[config.mk]
export PLATFORM = sky130hd
export DESIGN_NAME = regfile_mp
export DESIGN_NICKNAME = d
export VERILOG_FILES = /design/src/rtl/regfile_mp.sv
export SDC_FILE = /design/constraint.sdc
export NUM_CORES = 2
export LEC_CHECK = 0
export ABC_AREA = 1
export CAP_MARGIN = 20
export CORE_UTILIZATION = 40
export DETAILED_ROUTE_END_ITERATION = 16
export GPL_ROUTABILITY_DRIVEN = 0
export MAX_ROUTING_LAYER = met4
export SYNTH_ARGS = -nofsm -noshare
export SYNTH_HDL_FRONTEND = slang
export SYNTH_SLANG_ARGS = --single-unit
[constraint.sdc]
create_clock -name clk -period 3.6 [get_ports clk]
set_input_delay 0.54 -clock clk [delete_from_list [all_inputs] [get_ports clk]]
set_output_delay 0.54 -clock clk [all_outputs]
set_load 0.02 [all_outputs]
[src/rtl/regfile_mp.sv]
`default_nettype none
//------------------------------------------------------------------------------
// Module   : regfile_mp
// Function : Multi-port register file. Two write ports, two registered read
//            ports with valid pulses, optional hardwired-zero entry 0 and a
//            write-collision flag. Define REGFILE_BYPASS_EN to forward
//            same-edge write data to the read ports.
// Revision : 1.0  initial release
//------------------------------------------------------------------------------
module regfile_mp #(
    parameter int DATA_W   = 19,
    parameter int DEPTH    = 32,
    parameter int ADDR_W   = $clog2(DEPTH),
    parameter int ZERO_REG = 1
) (
    input  logic              clk,
    input  logic              reset,
    input  logic              we0,
    input  logic [ADDR_W-1:0] waddr0,
    input  logic [DATA_W-1:0] wdata0,
    input  logic              we1,
    input  logic [ADDR_W-1:0] waddr1,
    input  logic [DATA_W-1:0] wdata1,
    input  logic              re_a,
    input  logic [ADDR_W-1:0] raddr_a,
    output logic [DATA_W-1:0] rdata_a,
    output logic              rvalid_a,
    input  logic              re_b,
    input  logic [ADDR_W-1:0] raddr_b,
    output logic [DATA_W-1:0] rdata_b,
    output logic              rvalid_b,
    output logic              wconflict
);

    localparam logic [ADDR_W:0] c_DEPTH = (ADDR_W + 1)'(DEPTH);

    function automatic logic addr_in_range(input logic [ADDR_W-1:0] addr);
        return ({1'b0, addr} < c_DEPTH);
    endfunction

    function automatic logic addr_is_zero_reg(input logic [ADDR_W-1:0] addr);
        return (ZERO_REG != 0) && (addr == '0);
    endfunction

    // A write is "effective" only if it will actually land in an entry.
    logic w_wr0_ok;
    logic w_wr1_ok;
    logic w_conflict;

    assign w_wr0_ok   = we0 && addr_in_range(waddr0) && !addr_is_zero_reg(waddr0);
    assign w_wr1_ok   = we1 && addr_in_range(waddr1) && !addr_is_zero_reg(waddr1);
    assign w_conflict = w_wr0_ok && w_wr1_ok && (waddr0 == waddr1);

    logic [DATA_W-1:0] w_entry [DEPTH];

    genvar gi;
    generate
        for (gi = 0; gi < DEPTH; gi++) begin : g_entry
            if ((ZERO_REG != 0) && (gi == 0)) begin : g_zero
                assign w_entry[gi] = '0;
            end else begin : g_flop
                logic [DATA_W-1:0] entry_q;
                logic [DATA_W-1:0] entry_d;
                logic              w_hit0;
                logic              w_hit1;

                assign w_hit0 = w_wr0_ok && (waddr0 == ADDR_W'(gi));
                assign w_hit1 = w_wr1_ok && (waddr1 == ADDR_W'(gi));

                // Port 1 has priority on a collision.
                always_comb begin
                    entry_d = entry_q;
                    if (w_hit1) begin
                        entry_d = wdata1;
                    end else if (w_hit0) begin
                        entry_d = wdata0;
                    end
                end

                always_ff @(posedge clk or negedge reset) begin
                    if (!reset) begin
                        entry_q <= '0;
                    end else begin
                        entry_q <= entry_d;
                    end
                end

                assign w_entry[gi] = entry_q;
            end
        end
    endgenerate

    // Unmatched (out-of-range) addresses fall through to zero.
    function automatic logic [DATA_W-1:0] lookup(input logic [ADDR_W-1:0] addr);
        logic [DATA_W-1:0] val;
        val = '0;
        for (int i = 0; i < DEPTH; i++) begin
            if (addr == ADDR_W'(i)) begin
                val = w_entry[i];
            end
        end
`ifdef REGFILE_BYPASS_EN
        if (w_wr1_ok && (waddr1 == addr)) begin
            val = wdata1;
        end else if (w_wr0_ok && (waddr0 == addr)) begin
            val = wdata0;
        end
`endif
        return val;
    endfunction

    logic [DATA_W-1:0] rdata_a_q, rdata_a_d;
    logic [DATA_W-1:0] rdata_b_q, rdata_b_d;
    logic              rvalid_a_q, rvalid_a_d;
    logic              rvalid_b_q, rvalid_b_d;
    logic              wconflict_q, wconflict_d;

    always_comb begin
        rdata_a_d   = rdata_a_q;
        rdata_b_d   = rdata_b_q;
        rvalid_a_d  = re_a;
        rvalid_b_d  = re_b;
        wconflict_d = w_conflict;
        if (re_a) begin
            rdata_a_d = lookup(raddr_a);
        end
        if (re_b) begin
            rdata_b_d = lookup(raddr_b);
        end
    end

    always_ff @(posedge clk or negedge reset) begin
        if (!reset) begin
            rdata_a_q   <= '0;
            rdata_b_q   <= '0;
            rvalid_a_q  <= 1'b0;
            rvalid_b_q  <= 1'b0;
            wconflict_q <= 1'b0;
        end else begin
            rdata_a_q   <= rdata_a_d;
            rdata_b_q   <= rdata_b_d;
            rvalid_a_q  <= rvalid_a_d;
            rvalid_b_q  <= rvalid_b_d;
            wconflict_q <= wconflict_d;
        end
    end

    assign rdata_a   = rdata_a_q;
    assign rdata_b   = rdata_b_q;
    assign rvalid_a  = rvalid_a_q;
    assign rvalid_b  = rvalid_b_q;
    assign wconflict = wconflict_q;

endmodule
`default_nettype wire
==> results.md <==
Layout:
- The area growth from synthesis to layout is 17.71%.
- The finished cells cover ~45000 sq um.
- The final core utilization is 0.4766.
- The final net count is 5754.
- The fraction of layout instances using a drive strength above 1 is 0.1039.

Global route:
- Across every metal layer, demand over resource in global routing totals 0.3768.
- The via count of the first global-routing pass is 39174.
- The global-route wire length before repair is 266300 microns.
- Summed over all layers, the global routing overflow is 0.
- The number of antenna violations at the first check in global routing is 7.
- The largest net degree at the start of global routing is 92.

STA:
- The max-slew headroom at the worst pin is 0.1915.
- Hold timing on the final database bottoms out at a slack of 0.4796 ns.
- Derived from the worst setup path, the maximum achievable clock frequency is ~290 MHz.
- The final hold violation count is 0.
- The worst path in the final design needs a cycle of 3.391 ns, including I/O delays and setup.
- In the finished design, the share of the clock period the worst path needs comes to 0.9420.
- The final setup violation count is 0.
- The number of pins exceeding their max-slew limit in the final report was 0.
- For the pin with the worst max-slew slack, the measured transition is between 1 and 1.5 ns.
- The worst clock skew on the final layout is 0.03003 ns.
- Setup repair after global routing left no endpoint under its margin.

Worst setup path:
- Counting stages on the worst path, the most repeated cell is sky130_fd_sc_hd__nand2_1.
- In this run the number of cells on the critical path is 26.
- The data arrival at the endpoint of the critical path is between 3 and 4 ns.
- The critical-path cell with the highest stage delay is sky130_fd_sc_hd__clkdlybuf4s50_1.
- STA classifies the critical path startpoint as an input pin.
- For the worst setup path, the data required time is roughly 4.2 ns.
- In this design, the largest share of critical-path delay is due to simple AND/OR/NAND/NOR gates.
- The logic depth of the worst register-to-register path is 19.
- The worst setup path is captured at a flip-flop.
- The worst setup path is of the in -> reg kind.
- The largest fanout of any net on the critical path is 6.
- On the worst path, the slowest cell contributes a delay of about 0.46 ns.
- The worst path buffer plus inverter count is 4.

CTS:
- The buffer count from post-CTS setup fixing is 0.
- For the worst-skew pair, the clock arrives at the later sink with an insertion delay of between 0.6 and 0.7 ns.
- The number of buffers on the longest clock path is 3.
- The TritonCTS clock tree is yes.
- The cell sitting at the root of the clock tree is a sky130_fd_sc_hd__clkbuf_16.
- The number of levels in the clock H-tree is 3.
- The clock slew seen by the registers of the worst setup and hold paths is 0.06 ns.
- The number of clock sinks is 630.
- The number of buffers added by the clock tree synthesis step is 76.

Logic synthesis:
- Of all cell types, the one taking the most synthesized area is sky130_fd_sc_hd__dfrtp_1.
- The post-synthesis sequential element count is 630.
- By count the netlist is led by sky130_fd_sc_hd__nand2_1 (1433), sky130_fd_sc_hd__dfrtp_1 (630), sky130_fd_sc_hd__inv_1 (616).
- The cell count after synthesis came out at 5541.
- The synthesized netlist contains 36 unique library cells.
- Among all cell types in the netlist, the one instantiated most often is sky130_fd_sc_hd__nand2_1.
- In this run, synthesis inferred 0 flip-flops with an integrated enable.
- After synthesis, the share of flip-flops with an asynchronous set or reset is 1.000.
- The mean instance size in the synthesized netlist is 6.963 sq um.
- The most frequently used flop master after synthesis is sky130_fd_sc_hd__dfrtp_1.
- Yosys printed 0 warnings.
- The post-synthesis instance area is 38580 sq um.
- The share of the Yosys chip area taken by registers is 0.4086.
- The post-synthesis net count is 5605.
- The top cell type's share of synthesized area is 0.4086.
- After synthesis, the cell types taking the most area are sky130_fd_sc_hd__dfrtp_1 (41%), sky130_fd_sc_hd__nand2_1 (14%), sky130_fd_sc_hd__nand3_1 (6.1%).

Die:
- Row generation in the floorplan step produced about 110 rows.
- The initial cell density of the core is 0.4049.
- The total I/O pin count is around 110.
- The core box area is 95290 sq um.
- The floorplan step set the die height to 312.6 microns.
- The die width is between 300 and 400 microns.
- The die footprint is 97700 sq um.

Drt:
- Wires add up to 181800 microns.
- For this run, the detailed router's first-pass iteration total came to 7.
- After detailed routing, the number of remaining DRC violations is 0.
- The DRC marker count from the first detailed-route iteration is roughly 6400.
- Using the TritonRoute via totals, the vias-per-cell ratio works out to 6.109.
- For this block, the via count after detailed routing is 42838.
- The detail-routed net length per standard cell is 25.93 microns.
- The number of antenna-violating nets in the routed design is 0.

Worst hold path:
- The class of the tightest hold or removal check is reg -> reg.
- The number of instances on the worst hold path is 2.

Outcome:
- The flow ran to the end, and the final reports show no timing, DRC or antenna violations.

Placement:
- The number of buffers inserted by port buffering is 104.
- The total half-perimeter wirelength after legalization and detailed placement is 128600 microns.
- The post-detailed-placement cell area is 42910 sq um.

Pwr:
- The analysis attributes to cell leakage a power of between 20 and 25 nW.
- VDD sags by at most about 310 uV.
- The total power per unit cell area is 515.6 nW/um^2.
- Overall power consumption after layout is estimated at between 0.02 and 0.025 W.

Run:
- Across the run, the number of max-cap violations was 0.
placed cells by master, fill, tap and decap left out, drive strengths merged:
master	instances
a31oi	136
clkinvlp	1
o211ai	188
clkdlybuf4s50	96
o31ai	2
dfrtp	630
a21oi	77
o2111ai	3
xnor2	3
o221ai	227
or2	9
nand4	264
nor2	618
clkinv	33
diode	8
clkbuf	107
dlymetal6s2s	7
inv	639
o21ai	360
buf	400
nand2	1438
dlygate4sd3	1
o22ai	1
nor4	2
nor3	22
bufinv	1
nand3	474
metal layers:
layer | track usage | part of all wire
met2 | 0.5159 | 0.41
met5 | - | 0
met1 | 0.5164 | 0.40
met4 | 0.1738 | 0.056
met3 | 0.09748 | 0.14
tightest hold or removal path, stage by stage (launching register included):
cell                      delay, ns
sky130_fd_sc_hd__dfrtp_1       0.34
sky130_fd_sc_hd__nand2_1       0.05
sky130_fd_sc_hd__nand2_1       0.05
flip-flops by register name, summed over array words and instances (netlist names):
name                    cells
g_entry.g_flop.entry_q    589
rdata_a                    19
rdata_b                    19
rvalid_a                    1
rvalid_b                    1
wconflict                   1
report_power, final:
part           internal (W)  leakage (nW)  total [W]  switching (W)
Combinational       0.00182          11.6    0.00508        0.00325
Sequential          0.00902          7.49     0.0106        0.00155
Clock               0.00438          1.20    0.00777        0.00340
through the flow:
stage / instances / setup slack, ns / TNS, ns
floorplan: 5541 / 1.193 / 0
global placement: 6874 / -0.6107 / -12.71
detailed placement: 6874 / -0.6264 / -12.79
CTS: 7002 / 0.05243 / 0
global route: 7012 / 0.02480 / 0
finish: 7012 / 0.2087 / 0
kinds of logic after synthesis:
family | Yosys count | share of synthesized area
AO/OA/AOI/OAI | 994 | 0.1682
XOR/XNOR | 3 | 0.0006811
buffers and inverters | 1087 | 0.1093
flip-flops | 630 | 0.4086
AND/OR/NAND/NOR | 2827 | 0.3132
path summary, 6_finish.rpt:
path | startpoint | to | slack (ns)
setup / recovery | raddr_a[0] | rdata_a[3] | 0.21
hold / removal | rdata_b[7] | rdata_b[7] | 0.48
setup reg to reg | g_entry[1].g_flop.entry_q[15] | rdata_b[15] | 0.41
hold reg to reg | rdata_b[7] | rdata_b[7] | 0.48
max in group asynchronous | reset | g_entry[23].g_flop.entry_q[9] | 1.99
min in group asynchronous | reset | g_entry[7].g_flop.entry_q[5] | 0.55
final cells by class:
class / instances / area, sq um
multi-input combinational: 3824 / 18670
fill: 9555 / 49880
timing repair buffer: 504 / 4514
tap: 1265 / 1583
sequential: 630 / 15770
clock inverter: 20 / 172.7
antenna: 8 / 20.02
clock buffer: 107 / 2230
inverter: 654 / 2460
repair_timing:
action / 4_1_cts / 5_1_grt
resized for setup: 0 / 10
hold buffers: 1 / 0
endpoints found under the hold margin: 5 / 0
setup endpoints to repair: 0 / 10
No activity file was read; power rests on OpenSTA's default activity.
